`src/rtl/mem_access_unit.sv`:
```
// MEM-stage data-memory access unit: byte/half/word loads and stores over a
// ready/rvalid handshake, with misalignment detection and transaction timeout.
module mem_access_unit #(
  parameter int unsigned ADDR_W  = 32,
  parameter int unsigned TIMEOUT = 16
) (
  input  logic              clk,
  input  logic              rst,
  input  logic              i_valid,
  input  logic              i_mem_read,
  input  logic              i_mem_write,
  input  logic [2:0]        i_funct3,
  input  logic [ADDR_W-1:0] i_addr,
  input  logic [31:0]       i_wdata,
  output logic              o_stall,
  output logic              o_done,
  output logic [31:0]       o_load_data,
  output logic              o_misaligned,
  output logic              o_bus_err,
  output logic [ADDR_W-1:0] o_dmem_addr,
  output logic [31:0]       o_dmem_wdata,
  output logic [3:0]        o_dmem_mask,
  output logic              o_dmem_ren,
  output logic              o_dmem_wen,
  input  logic              i_dmem_ready,
  input  logic              i_dmem_rvalid,
  input  logic [31:0]       i_dmem_rdata
);

  localparam int unsigned CW = $clog2(TIMEOUT) + 1;

  typedef enum logic [1:0] {IDLE, REQ, WAIT, RESP} state_t;

  state_t            state_q, state_d;
  logic [ADDR_W-1:0] addr_q, addr_d;
  logic [31:0]       wdata_q, wdata_d;
  logic [3:0]        mask_q, mask_d;
  logic [2:0]        funct3_q, funct3_d;
  logic              store_q, store_d;
  logic [31:0]       load_data_q, load_data_d;
  logic [CW-1:0]     cnt_q, cnt_d;

  logic        is_op, aligned, launch, timeout_hit, bus_err;
  logic [3:0]  mask_n;
  logic [31:0] wdata_n, load_ext;

  // Request decode from the incoming instruction
  always_comb begin
    is_op   = i_valid & (i_mem_read | i_mem_write);
    aligned = 1'b1;
    mask_n  = 4'b1111;
    wdata_n = i_wdata;
    case (i_funct3[1:0])
      2'b00: begin
        mask_n  = 4'b0001 << i_addr[1:0];
        wdata_n = {4{i_wdata[7:0]}};
      end
      2'b01: begin
        aligned = ~i_addr[0];
        mask_n  = i_addr[1] ? 4'b1100 : 4'b0011;
        wdata_n = {2{i_wdata[15:0]}};
      end
      default: aligned = (i_addr[1:0] == 2'b00);
    endcase
    launch = (state_q == IDLE) & is_op & aligned;
  end

  // Lane extraction and extension of returned read data
  always_comb begin
    logic [7:0]  b;
    logic [15:0] h;
    b = i_dmem_rdata[8*addr_q[1:0] +: 8];
    h = addr_q[1] ? i_dmem_rdata[31:16] : i_dmem_rdata[15:0];
    case (funct3_q)
      3'b000:  load_ext = {{24{b[7]}}, b};
      3'b001:  load_ext = {{16{h[15]}}, h};
      3'b100:  load_ext = {24'd0, b};
      3'b101:  load_ext = {16'd0, h};
      default: load_ext = i_dmem_rdata;
    endcase
  end

  assign timeout_hit = (cnt_q == CW'(TIMEOUT - 1));

  always_comb begin
    state_d     = state_q;
    addr_d      = addr_q;
    wdata_d     = wdata_q;
    mask_d      = mask_q;
    funct3_d    = funct3_q;
    store_d     = store_q;
    load_data_d = load_data_q;
    cnt_d       = cnt_q;
    bus_err     = 1'b0;
    case (state_q)
      IDLE: begin
        if (launch) begin
          addr_d   = i_addr;
          wdata_d  = wdata_n;
          mask_d   = mask_n;
          funct3_d = i_funct3;
          store_d  = i_mem_write;
          cnt_d    = '0;
          state_d  = REQ;
        end
      end
      REQ: begin
        cnt_d = cnt_q + 1'b1;
        // Completion is evaluated first so it wins over a simultaneous timeout
        if (i_dmem_ready && store_q) begin
          load_data_d = '0;
          state_d     = RESP;
        end else if (i_dmem_ready && i_dmem_rvalid) begin
          load_data_d = load_ext;
          state_d     = RESP;
        end else if (timeout_hit) begin
          bus_err = 1'b1;
          state_d = IDLE;
        end else if (i_dmem_ready) begin
          state_d = WAIT;
        end
      end
      WAIT: begin
        cnt_d = cnt_q + 1'b1;
        if (i_dmem_rvalid) begin
          load_data_d = load_ext;
          state_d     = RESP;
        end else if (timeout_hit) begin
          bus_err = 1'b1;
          state_d = IDLE;
        end
      end
      RESP:    state_d = IDLE;
      default: state_d = IDLE;
    endcase
  end

  always_ff @(posedge clk or posedge rst) begin
    if (rst) begin
      state_q     <= IDLE;
      addr_q      <= '0;
      wdata_q     <= '0;
      mask_q      <= '0;
      funct3_q    <= '0;
      store_q     <= 1'b0;
      load_data_q <= '0;
      cnt_q       <= '0;
    end else begin
      state_q     <= state_d;
      addr_q      <= addr_d;
      wdata_q     <= wdata_d;
      mask_q      <= mask_d;
      funct3_q    <= funct3_d;
      store_q     <= store_d;
      load_data_q <= load_data_d;
      cnt_q       <= cnt_d;
    end
  end

  assign o_stall      = launch | (state_q == REQ) | (state_q == WAIT);
  assign o_done       = (state_q == RESP);
  assign o_load_data  = load_data_q;
  assign o_misaligned = (state_q == IDLE) & is_op & ~aligned;
  assign o_bus_err    = bus_err;
  assign o_dmem_addr  = {addr_q[ADDR_W-1:2], 2'b00};
  assign o_dmem_wdata = wdata_q;
  assign o_dmem_mask  = mask_q;
  assign o_dmem_ren   = (state_q == REQ) & ~store_q;
  assign o_dmem_wen   = (state_q == REQ) & store_q;

endmodule

```
`config.mk`:
```
export PLATFORM = sky130hd
export DESIGN_NAME = mem_access_unit
export DESIGN_NICKNAME = d
export VERILOG_FILES = /design/src/rtl/mem_access_unit.sv
export SDC_FILE = /design/constraint.sdc
export NUM_CORES = 1
export LEC_CHECK = 0
export BUFFER_PORTS_ARGS = -buffer_cell sky130_fd_sc_hd__buf_2
export CELL_PAD_IN_SITES_DETAIL_PLACEMENT = 0
export CELL_PAD_IN_SITES_GLOBAL_PLACEMENT = 1
export CORE_UTILIZATION = 40
export CTS_CLUSTER_SIZE = 28
export DETAILED_ROUTE_END_ITERATION = 7
export GPL_TIMING_DRIVEN = 0
export PLACE_DENSITY_LB_ADDON = 0.3
export SETUP_SLACK_MARGIN = 0.02
export SYNTH_ARGS = -nofsm -noshare
export SYNTH_HDL_FRONTEND = slang
export SYNTH_SLANG_ARGS = --single-unit
```
`constraint.sdc`:
```
create_clock -name clk -period 6.68 [get_ports clk]
set_input_delay 0.334 -clock clk [delete_from_list [all_inputs] [get_ports clk]]
set_output_delay 0.334 -clock clk [all_outputs]
set_load 0.02 [all_outputs]
```
Word level (Yosys, flattened, before mapping)
Cells that the tools add are included.
- memory bits (writable): 0
- latch bits: 0
- bits in read-only memories: 0
- word-level logic and storage cells: 74
- memories: 0
- register bits after elaboration: 111
- shift operators: 2
- equality and inequality tests: 13
- div/mod/pow operators: 0
- reduce and logical (&&, ||, !) cells: 13
- multiply operators: 0
- add/sub/neg operators: 1
- muxes and demuxes: 25
- $lt $le $gt $ge: 0
- bitwise operators: 12
- operators with widths (cell ; count):
    case mux 32 bit (2 select lines) ; 2
    case mux 32 bit (4 select lines) ; 1
    two-way mux 32 bit ; 3
    variable part select 32 x 6 -> 8 bit ; 1
    two-way mux 16 bit ; 1
    two-way mux 2 bit ; 7
    case mux 5 bit (2 select lines) ; 1
    case mux 2 bit (4 select lines) ; 1
    case mux 4 bit (2 select lines) ; 1
    AND 1 bit ; 6
    equality test 3 bit (second input constant) ; 2
    logical NOT 2 bit ; 3
    != test 3 bit (second input constant) ; 2
    AND reduction 3 bit ; 2
    adder 5 x 1 -> 5 bit (second input constant) ; 1
    equality test 5 x 4 -> 1 bit (second input constant) ; 1
    two-way mux 5 bit ; 1
    != test 5 bit (second input constant) ; 1
    equality test 2 x 1 -> 1 bit (second input constant) ; 2
    equality test 2 bit (second input constant) ; 2
    two-way mux 1 bit ; 4
    two-way mux 4 bit ; 1
    != test 2 bit (second input constant) ; 2
    case mux 1 bit (2 select lines) ; 2
    other kinds (9) ; 16

Logic depth before layout (Yosys ltp)
Gate-level depths: netlist (run 1).
- depth in word-level cells: 6
- gate-level depth with buffers: 8

Least setup slack after synthesis (run 1)
Ideal clock, no wire load.
- path kind: register to output
- start point: reg state_q[1]
- end point: out o_bus_err
- stages on the path, launching flop included: 6
- required time: 6.346 ns
- path slack: 4.720 ns
- arrival: 1.626 ns
- cells stage by stage: dfrtp_1 > inv_1 > ha_1 > nor2b_1 > o21ai_0 > a21oi_1
- longest elaborated chain between the ends: 2
- ends and longest elaborated chain (what ; RTL line ; source):
    start, declared ; 34 ; state_t state_q, state_d;
    start signal, assigned ; 149 ; state_q <= state_d;
    equality test 2 bit or equality test 2 x 1 -> 1 bit (tied branches) ; 95 ; case (state_q)
    case mux 1 bit (2 select lines) (*) ; 95 ;
    end, declared ; 19 ; output logic o_bus_err,
Every way passes the cells marked *; elsewhere a longest branch is shown, timed or not.

Worst setup path in the final report (run 1)
- start point: reg state_q[0]
- end point: out o_stall
- longest elaborated chain between the ends: 5
- ends and longest elaborated chain (what ; RTL line ; source):
    logical NOT 2 bit ; 65 ; launch = (state_q == IDLE) & is_op & aligned;
    AND 1 bit (2 in a row) ; 65 ;
    bitwise OR 1 bit ; 160 ; assign o_stall = launch | (state_q == REQ) | (state_q == WAIT);
    bitwise OR 1 bit (*) ; 160 ;
    end, declared ; 15 ; output logic o_stall,
Marks and branches as above.

==> results of run 1 <==
[worst max-delay path by stage]
stage,start,endpoint,slack [ps],cells past startpoint
global placement,rst,addr_q[10],2080,2
global route,state_q[0],o_stall,3650,8
floorplan,rst,addr_q[0],3420,1
CTS,state_q[0],o_stall,3880,8
detailed placement,state_q[0],o_stall,4260,8
finish,state_q[0],o_stall,3920,8
[cell families (layout without fill, tap and decap cells)]
family,Yosys count,in the layout
DFF,111,111
adders and majority gates,8,8
other,1,2
and+or+nand+nor,106,106
buffers and inverters,89,313
AOI/OAI and AO/OA,120,120
muxes,79,79
[layer usage]
metal	global-route usage (%)	routed length (um)	up-vias
li1	-	-	2242
met1	26.72	6540	2276
met2	35.45	7213	187
met3	5.418	1068	19
met4	6.953	218	0
met5	0	0	-
[final cells by class]
cell class                 instances  area share, %
sequential                       111          38.72
multi-input combinational        315          32.34
timing repair buffer             209          14.90
buffer                            61          5.303
clock buffer                      12          3.576
tap                              176          3.070
inverter                          28          1.500
clock inverter                     3         0.5931
[cell usage after synthesis]
library cell / instances / area share [%]
dfrtp_1: 111 / 50
nand2_1: 57 / 3.8
mux2_2: 47 / 9.5
o21ai_0: 42 / 3.8
buf_4: 35 / 4.7
mux2i_1: 31 / 5.6
inv_1: 28 / 1.9
a221oi_1: 16 / 2.5
a21oi_1: 15 / 1.3
a32o_1: 15 / 2.7
clkbuf_1: 14 / 0.94
nand2b_1: 14 / 1.6
nor2_1: 12 / 0.81
buf_2: 10 / 0.90
a2bb2oi_1: 9 / 1.4
a211o_1: 8 / 1.3
ha_1: 8 / 1.8
nand3_1: 6 / 0.54
a21o_1: 3 / 0.40
and2_1: 3 / 0.34
nor3_1: 3 / 0.27
o211ai_1: 3 / 0.40
and3_1: 2 / 0.22
nor2b_1: 2 / 0.22
nor3b_1: 2 / 0.27
or2_2: 2 / 0.22
a2111oi_0: 1 / 0.16
a221oi_2: 1 / 0.27
a22o_1: 1 / 0.16
a22oi_4: 1 / 0.38
a311o_1: 1 / 0.18
a31oi_1: 1 / 0.11
a32oi_1: 1 / 0.16
buf_1: 1 / 0.067
buf_6: 1 / 0.20
conb_1: 1 / 0.067
mux4_2: 1 / 0.40
nand3b_1: 1 / 0.13
nor2_2: 1 / 0.11
nor4_1: 1 / 0.11
o2111ai_1: 1 / 0.16
o211a_1: 1 / 0.18
[flip-flops by register name, indices dropped and copies added, names as in the netlist]
register / cells
o_dmem_mask: 4
o_dmem_wdata: 32
funct3_q: 3
state_q: 2
addr_q: 32
o_load_data: 32
store_q: 1
cnt_q: 5
[power groups by stage]
stage          Sequential (mW)  Combinational (mW)  Clock, mW
6_report                  1.20                1.78      0.544
5_1_grt                   1.24                1.93      0.582
4_1_cts                   1.20                1.79      0.560
3_5_place_dp              1.21                1.79          0
3_3_place_gp              1.19                1.76          0
2_1_floorplan             1.42                1.01          0
[metrics by stage]
stage / utilization (%) / hold slack [ps] / area, um2 / setup slack [ps] / cells
2_1_floorplan: - / 468.8 / 5583 / 3415 / 515
3_3_place_gp: 51.07 / 458.1 / 6844 / 2079 / 899
3_5_place_dp: 51.30 / 465.8 / 6874 / 4260 / 900
4_1_cts: 53.53 / 135.7 / 7173 / 3878 / 915
5_1_grt: 53.53 / 166.4 / 7173 / 3653 / 915
6_report: 53.53 / 102.8 / 7173 / 3922 / 915
[worst reg2reg max path, cell delays in order (launching register included)]
cell	delay, ps
dfrtp_1	400
inv_1	100
ha_1	250
nand2b_1	190
a21o_1	240
a2bb2oi_1	580
buf_2	350
a32o_1	200
==> key figures, run 1 <==
Outcome
  – Status: complete, no violations

Drt
  – Routed Antenna Nets: 0
  – WL final: 15040 um
  – Routed vias: 4724
  – First drt pass iteration count: 4
  – First DRT Iteration DRCs: 305
  – Vias per cell: 5.163
  – WL per Instance: 16.44 um
  – DRC: 0

GRT
  – Total Routing Usage GR: 21.25%
  – GRT overflow: 0
  – Initial antenna violation count: 0
  – Largest net degree at the start of global routing: 57
  – Vias in the first global route: 4580
  – First-pass GRT wire length: 23610 um

Critical path
  – Reg2Reg Launch Point: state_q[0]
  – Critical path's most frequent cell: buf_2
  – Crit-path slowest cell: dfrtp_1
  – Worst EP required: 6350 ps
  – CP bufs+invs: 4
  – Worst-path maximum fanout: 10
  – WS Path Type: register to output port
  – R2R Setup Slk: 4310 ps
  – Worst-case reg-to-reg path depth: 7
  – Startpoint class of the critical path: register
  – FF-to-FF End: o_load_data[0]
  – Critical Path End Type: output port
  – Largest stage delay on the critical path: 400 ps
  – Critical Path, Cell by Cell: inv_1 > ha_1 > o211a_1 > o21ai_0 > buf_2 > buf_2 > nand2_1 > buf_2
  – Arrival @ worst endpoint: 2420 ps
  – Family with the most delay on the worst path: buffers and inverters

Final layout
  – Synth-to-Final Area Change: 28.57%
  – Fillers: 1212
  – # nets final: 849
  – Ant. Diodes: 0
  – Reg area: 2778 um2
  – Most common library cell in the layout ignoring fill and taps: buf_2
  – Commonest cells after routing, fill and taps aside: buf_2, dfrtp_1, nand2_1, mux2_2, o21ai_0
  – Share of post-route cells with drive strength above 1: 43.71%
  – Multi-input gate area: 2320 um2

STA
  – Final-report setup violation count: 0
  – Least-Margin Pin Slew: 877.5 ps
  – Unrepaired setup endpoints after global routing: false
  – Slew HR: 41.37%
  – Final worst path period share: 41.29%
  – Hold violation total from the final report: 0
  – Max-slew violation count: 0
  – F_max: 362.6 MHz
  – Setup_tns: 0 ps
  – Clock Skews: 11.26 ps
  – Final min period: 2758 ps

CTS
  – CTS Hold Buffers Added: 0
  – Max clock buf depth: 2
  – Clk slew on worst S/H paths: 60 ps
  – CTS buffer count: 9
  – Clk sinks: 111
  – Htree depth: 3
  – CTS resizes: 0
  – CTS tree: built
  – Root buf cell: clkbuf_16
  – Setup Buffers After CTS: 0
  – Clock Latency Late Sink: 350 ps

Synth
  – Mux contribution to synthesized area: 15.45%
  – Netlist Area Pre-Place: 5579 um2
  – Post-Synth XOR/XNOR Area: 0%
  – Area fraction in compound gates after synthesis: 15.54%
  – Cell variety after synth: 42
  – Ys Warns: 0
  – Combinational family with the most area after synthesis: compound AO/OA/AOI/OAI gates
  – Synth Area in Adders: 1.794%
  – Flip-flop and latch count after synthesis: 111
  – Mapped Avg Cell Area: 10.85 um2
  – Sequential share of the synthesized area: 49.79%
  – Post-synthesis simple-gate area fraction: 8.657%
  – Mapped Cells: 514

Power
  – Net Sw Frac: 40.99%
  – Clock power share: 15.5%
  – PD cells: 490.5 nW/um2
  – Peak supply drop: 0.0002547 V
  – Logic pwr share: 50.5%
  – Leakage: 3.671 nW
  – Sw Pwr: 1.442 mW
  – Sequential power share: 34.1%
  – Total power: 3.519 mW
  – Internal power: 2.076 mW

Floorplan
  – Die extent in y: 120.1 um
  – Initial Utilization: 41.63%
  – Core area: 13400 um2
  – Die W: 120.1 um
  – # IOs: 212
  – Num rows: 42
  – Die Area: 14420 um2

Placed design
  – # port buffers: 208
  – Post-DP HPWL: 11500 um
  – Routability cong.: 0.8177

Hold path
  – Min-delay worst type: input pin to asynchronous set/reset pin

Flow run
  – Max cap viols: 0
(Power assumes the default switching activity.)
==> run 2, diff against run 1 <==
--- a/config.mk
+++ b/config.mk
@@ -8,7 +8,7 @@
 export BUFFER_PORTS_ARGS = -buffer_cell sky130_fd_sc_hd__buf_2
 export CELL_PAD_IN_SITES_DETAIL_PLACEMENT = 0
 export CELL_PAD_IN_SITES_GLOBAL_PLACEMENT = 1
-export CORE_UTILIZATION = 40
+export CORE_UTILIZATION = 34
 export CTS_CLUSTER_SIZE = 28
 export DETAILED_ROUTE_END_ITERATION = 7
 export GPL_TIMING_DRIVEN = 0
==> constraint.sdc (replaced) <==
create_clock -name clk -period 2.4 [get_ports clk]
set_input_delay 0.12 -clock clk [delete_from_list [all_inputs] [get_ports clk]]
set_output_delay 0.12 -clock clk [all_outputs]
set_load 0.02 [all_outputs]
==> run 2 against run 1 <==
- clock power grew to 2.7 times the previous value
- first-iteration DRC count is 31% lower
- setup slack got worse by 3700 ps
- final cell count grew 7.5%
- critical path type is now register to register
==> key figures, run 2 (synthesis results as in run 1) <==
Outcome
  – Status: complete, no violations

GRT
  – Vias in the first global route: 4977
  – GRT overflow: 0
  – Total Routing Usage GR: 19.73%
  – First-pass GRT wire length: 25410 um
  – Initial antenna violation count: 0
  – Largest net degree at the start of global routing: 42

Power
  – Total power: 9.876 mW
  – Peak supply drop: 0.0005783 V
  – Leakage: 3.784 nW
  – PD cells: 1312 nW/um2

Critical path
  – Startpoint class of the critical path: register
  – Worst EP required: 2640 ps
  – Critical Path End Type: register
  – Worst-path maximum fanout: 10
  – Arrival @ worst endpoint: 2430 ps
  – WS Path Type: register to register

STA
  – Hold violation total from the final report: 0
  – Setup_tns: 0 ps
  – Final min period: 2192 ps
  – Final worst path period share: 91.34%
  – Final-report setup violation count: 0
  – Slew HR: 46.83%
  – Max-slew violation count: 0
  – F_max: 456.2 MHz
  – Least-Margin Pin Slew: 795.9 ps
  – Unrepaired setup endpoints after global routing: false
  – Clock Skews: 10.77 ps

CTS
  – Clk slew on worst S/H paths: 80 ps
  – Setup Buffers After CTS: 0
  – CTS buffer count: 9
  – Htree depth: 3
  – Root buf cell: clkbuf_16
  – Clock Latency Late Sink: 360 ps
  – Max clock buf depth: 2
  – CTS tree: built
  – Clk sinks: 111

Floorplan
  – # IOs: 212
  – Initial Utilization: 34.99%
  – Die extent in y: 130.1 um
  – Core area: 15940 um2
  – Num rows: 46
  – Die Area: 16930 um2
  – Die W: 130.1 um

Final layout
  – Synth-to-Final Area Change: 34.94%
  – # nets final: 877
  – Ant. Diodes: 0
  – Most common library cell in the layout ignoring fill and taps: buf_2
  – Commonest cells after routing, fill and taps aside: buf_2, dfrtp_1, nand2_1, mux2_2, o21ai_0
  – Final core occ: 47.22%
  – Fillers: 1545
  – Share of post-route cells with drive strength above 1: 43.36%

Drt
  – First drt pass iteration count: 4
  – Vias per cell: 4.973
  – DRC: 0
  – Routed Antenna Nets: 0
  – WL final: 16280 um
  – WL per Instance: 16.55 um
  – Routed vias: 4893
  – First DRT Iteration DRCs: 209

Placed design
  – Routability cong.: 0.8328
  – Post-DP HPWL: 12030 um
  – # port buffers: 208

Hold path
  – Min-delay worst type: input pin to register

Flow run
  – Max cap viols: 0
-- run 2: cell count changes in the layout (fill, tap and decap cells not counted), moves of 2 or more --
cell / before / now
buf_2: 218 / 216
clkbuf_1: 15 / 11
dlygate4sd3_1: 0 / 28
clkbuf_2: 0 / 3
clkbuf_8: 2 / 0
clkinv_4: 0 / 2
buf_12: 0 / 2
inv_6: 0 / 3
-- run 2: per-stage QoR --
stage          hold WS [ps]  cell area [um2]  instances  worst slack, ps
2_1_floorplan         270.4             5587        515            490.5
3_3_place_gp          352.1             6898        939            42.63
3_5_place_dp          291.9             6938        941            10.86
4_1_cts               1.653             7518        985            12.45
5_1_grt               8.742             7528        984            34.54
6_report              17.04             7528        984            207.9
-- run 2: area by class of cell --
cell class                      count  area (um2)  share of cell area, %
Sequential cell                   111        2778                  36.90
Multi-Input combinational cell    315        2347                  31.18
Timing Repair Buffer              238        1361                  18.08
Buffer                             60       381.6                  5.069
Tap cell                          216       270.3                  3.590
Clock buffer                        9       225.2                  2.992
Inverter                           28       108.9                  1.446
Clock inverter                      7       56.30                 0.7479
-- run 2: path summary, 6_finish.rpt --
check / endpoint / cells after the start / from / slack (ps)
max in group asynchronous: addr_q[27] / 5 / rst / 1020
setup / recovery: o_load_data[20] / 8 / state_q[0] / 210
hold reg to reg: o_dmem_wdata[31] / 2 / o_dmem_wdata[31] / 480
setup reg to reg: o_load_data[20] / 8 / state_q[0] / 210
min in group asynchronous: o_load_data[26] / 3 / rst / 450
hold / removal: addr_q[11] / 2 / i_addr[11] / 20
-- run 2: power breakdown --
part	internal (mW)	switching (mW)
clock network	0.719	0.739
logic	2.18	2.90
registers	2.80	0.537
total	5.69	4.18
-- run 2: routing by layer --
metal  up-vias  wire length (um)  global-route usage (%)
li1       2289                 -                       -
met1      2389              7037                   25.30
met2       205              7577                   32.01
met3        10              1505                   5.289
met4         0               163                   7.045
met5         -                 0                       0
-- run 2: timing repair --
action / CTS / global route
hold buffers: 28 / 0
gates resized for setup: 4 / 8
endpoints found under the hold margin: 59 / 0
setup endpoints to repair: 10 / 29
-- run 2: worst max-delay path: stages, from the launching register on --
cell and delay (ps):
dfrtp_1 400, inv_1 100, ha_1 250, nand2b_1 200, a21o_1 250, and2_1 170, clkbuf_1 140, clkbuf_2 240
a221oi_1 330
==> run 3, diff against run 2 <==
--- a/config.mk
+++ b/config.mk
@@ -5,7 +5,7 @@
 export SDC_FILE = /design/constraint.sdc
 export NUM_CORES = 1
 export LEC_CHECK = 0
-export BUFFER_PORTS_ARGS = -buffer_cell sky130_fd_sc_hd__buf_2
+export BUFFER_PORTS_ARGS = -buffer_cell sky130_fd_sc_hd__buf_4
 export CELL_PAD_IN_SITES_DETAIL_PLACEMENT = 0
 export CELL_PAD_IN_SITES_GLOBAL_PLACEMENT = 1
 export CORE_UTILIZATION = 34
==> run 3 against run 2 <==
- sequential power hardly changed
- final cell count is 0.30% higher
- final area is 7.2% higher
- core utilization is 3.4 points higher
- global-route usage is 0.22 points lower
- register-to-register slack worse by 60 ps
- combinational power is 10% higher
- fmax is 2.5% lower
- flip-flop and latch count stayed put
- clock skew is 2.8 ps lower
- worst hold slack worse by 3.0 ps
==> key figures, run 3 (synthesis results as in run 1) <==
Final layout
  – Share of post-route cells with drive strength above 1: 42.93%
  – Synth-to-Final Area Change: 44.61%
  – Layout Cells excl Fill: 987
  – Most common library cell in the layout ignoring fill and taps: buf_4
  – Commonest cells after routing, fill and taps aside: buf_4, dfrtp_1, nand2_1, mux2_2, o21ai_0
  – Post-route cell area: 8068 um2
  – Final core occ: 50.60%
  – # nets final: 880
  – Ant. Diodes: 0

STA
  – Final min period: 2249 ps
  – Final-report setup violation count: 0
  – Clock Skews: 7.956 ps
  – Hold WS: 14.06 ps
  – Final worst slack: 151.3 ps
  – Unrepaired setup endpoints after global routing: true
  – Hold violation total from the final report: 0
  – Least-Margin Pin Slew: 793.9 ps
  – Max-slew violation count: 0
  – F_max: 444.7 MHz
  – Slew HR: 46.97%
  – Setup_tns: 0 ps
  – Final worst path period share: 93.70%

CTS
  – Max clock buf depth: 2
  – Setup Buffers After CTS: 0
  – Clk slew on worst S/H paths: 70 ps
  – Root buf cell: clkbuf_16
  – Htree depth: 3
  – Clock Latency Late Sink: 350 ps
  – CTS tree: built
  – CTS buffer count: 9
  – Clk sinks: 111

GRT
  – Total Routing Usage GR: 19.51%
  – Largest net degree at the start of global routing: 42
  – Vias in the first global route: 4764
  – Initial antenna violation count: 0
  – GRT overflow: 0
  – First-pass GRT wire length: 24840 um

Placed design
  – Placed Area: 7458 um2
  – Place WS: -2.530 ps
  – # port buffers: 208
  – Routability cong.: 0.8591
  – Post-DP HPWL: 12220 um
  – Placed instance count: 941

Critical path
  – Worst-case reg-to-reg path depth: 8
  – WS Path Type: register to register
  – R2R Setup Slk: 150 ps
  – Crit-path slowest cell: dfrtp_1
  – Critical Path, Cell by Cell: inv_1 > ha_1 > nand2b_1 > a21o_1 > and2_1 > clkbuf_1 > clkbuf_2 > a221oi_1
  – Critical Path End Type: register
  – Worst EP required: 2640 ps
  – Reg2Reg Launch Point: state_q[0]
  – Critical Path Start: state_q[0]
  – Startpoint class of the critical path: register
  – Worst-path maximum fanout: 10
  – Arrival @ worst endpoint: 2480 ps
  – Largest stage delay on the critical path: 400 ps
  – FF-to-FF End: o_load_data[24]

Drt
  – First drt pass iteration count: 4
  – Routed vias: 4857
  – First DRT Iteration DRCs: 279
  – DRC: 0
  – WL final: 16560 um
  – Vias per cell: 4.921
  – WL per Instance: 16.78 um
  – Routed Antenna Nets: 0

Power
  – Leakage: 3.957 nW
  – PD cells: 1290 nW/um2
  – Peak supply drop: 0.0005572 V
  – Total power: 10.41 mW

Hold path
  – HP Start: i_addr[7]
  – Min-Delay Endpoint: addr_q[7]
  – Min-delay worst type: input pin to register
  – Hold path cells: 2

Floorplan
  – # IOs: 212
  – Die extent in y: 130.1 um
  – Core area: 15940 um2
  – Die Area: 16930 um2
  – Die W: 130.1 um
  – Num rows: 46
  – Initial Utilization: 34.99%

Outcome
  – Status: complete, no violations

Flow run
  – Max cap viols: 0
-- run 3: routing by layer --
metal / track usage (%) / share of wire, %
met2: 31.76 / 47
met1: 24.30 / 42
met3: 5.904 / 9.2
met5: 0 / 0
met4: 7.456 / 2.1
-- run 3: report_power, final --
group	internal (mW)	total, mW	switching, mW
clock	0.733	1.43	0.702
combinational	2.69	5.60	2.92
sequential	2.80	3.37	0.570
total	6.22	10.4	4.19
-- run 3: critical path, delay by kind of cell (launching register included) --
kind            cells  cell delay [ps]
simple gates        2              370
buf+inv             3              480
flops               1              400
fa+ha+maj           1              250
compound gates      2              620
-- run 3: timing repair --
item	in CTS	in global routing
cloned	0	0
gates resized for setup	2	10
hold buffers	31	0
endpoints found under the setup margin	11	37
hold endpoints to repair	63	0
-- run 3: area by class of cell --
cell class | count | area (um2)
Sequential cell | 111 | 2778
Tap cell | 216 | 270.3
Timing Repair Buffer | 241 | 1912
Multi-Input combinational cell | 315 | 2341
Inverter | 28 | 108.9
Buffer | 60 | 381.6
Clock inverter | 5 | 33.78
Clock buffer | 11 | 242.7
Fill cell | 1476 | 7875
-- run 3: worst max path at each step --
| stage | end | depth (start not counted) | slack, ps |
|---|---|---|---|
| finish | o_load_data[24] | 8 | 150 |
| global route | o_load_data[26] | 8 | 10 |
| CTS | o_load_data[2] | 4 | 90 |
| detailed placement | o_load_data[6] | 7 | -3 |
| global placement | o_load_data[3] | 7 | 40 |
| floorplan | o_load_data[16] | 8 | 490 |
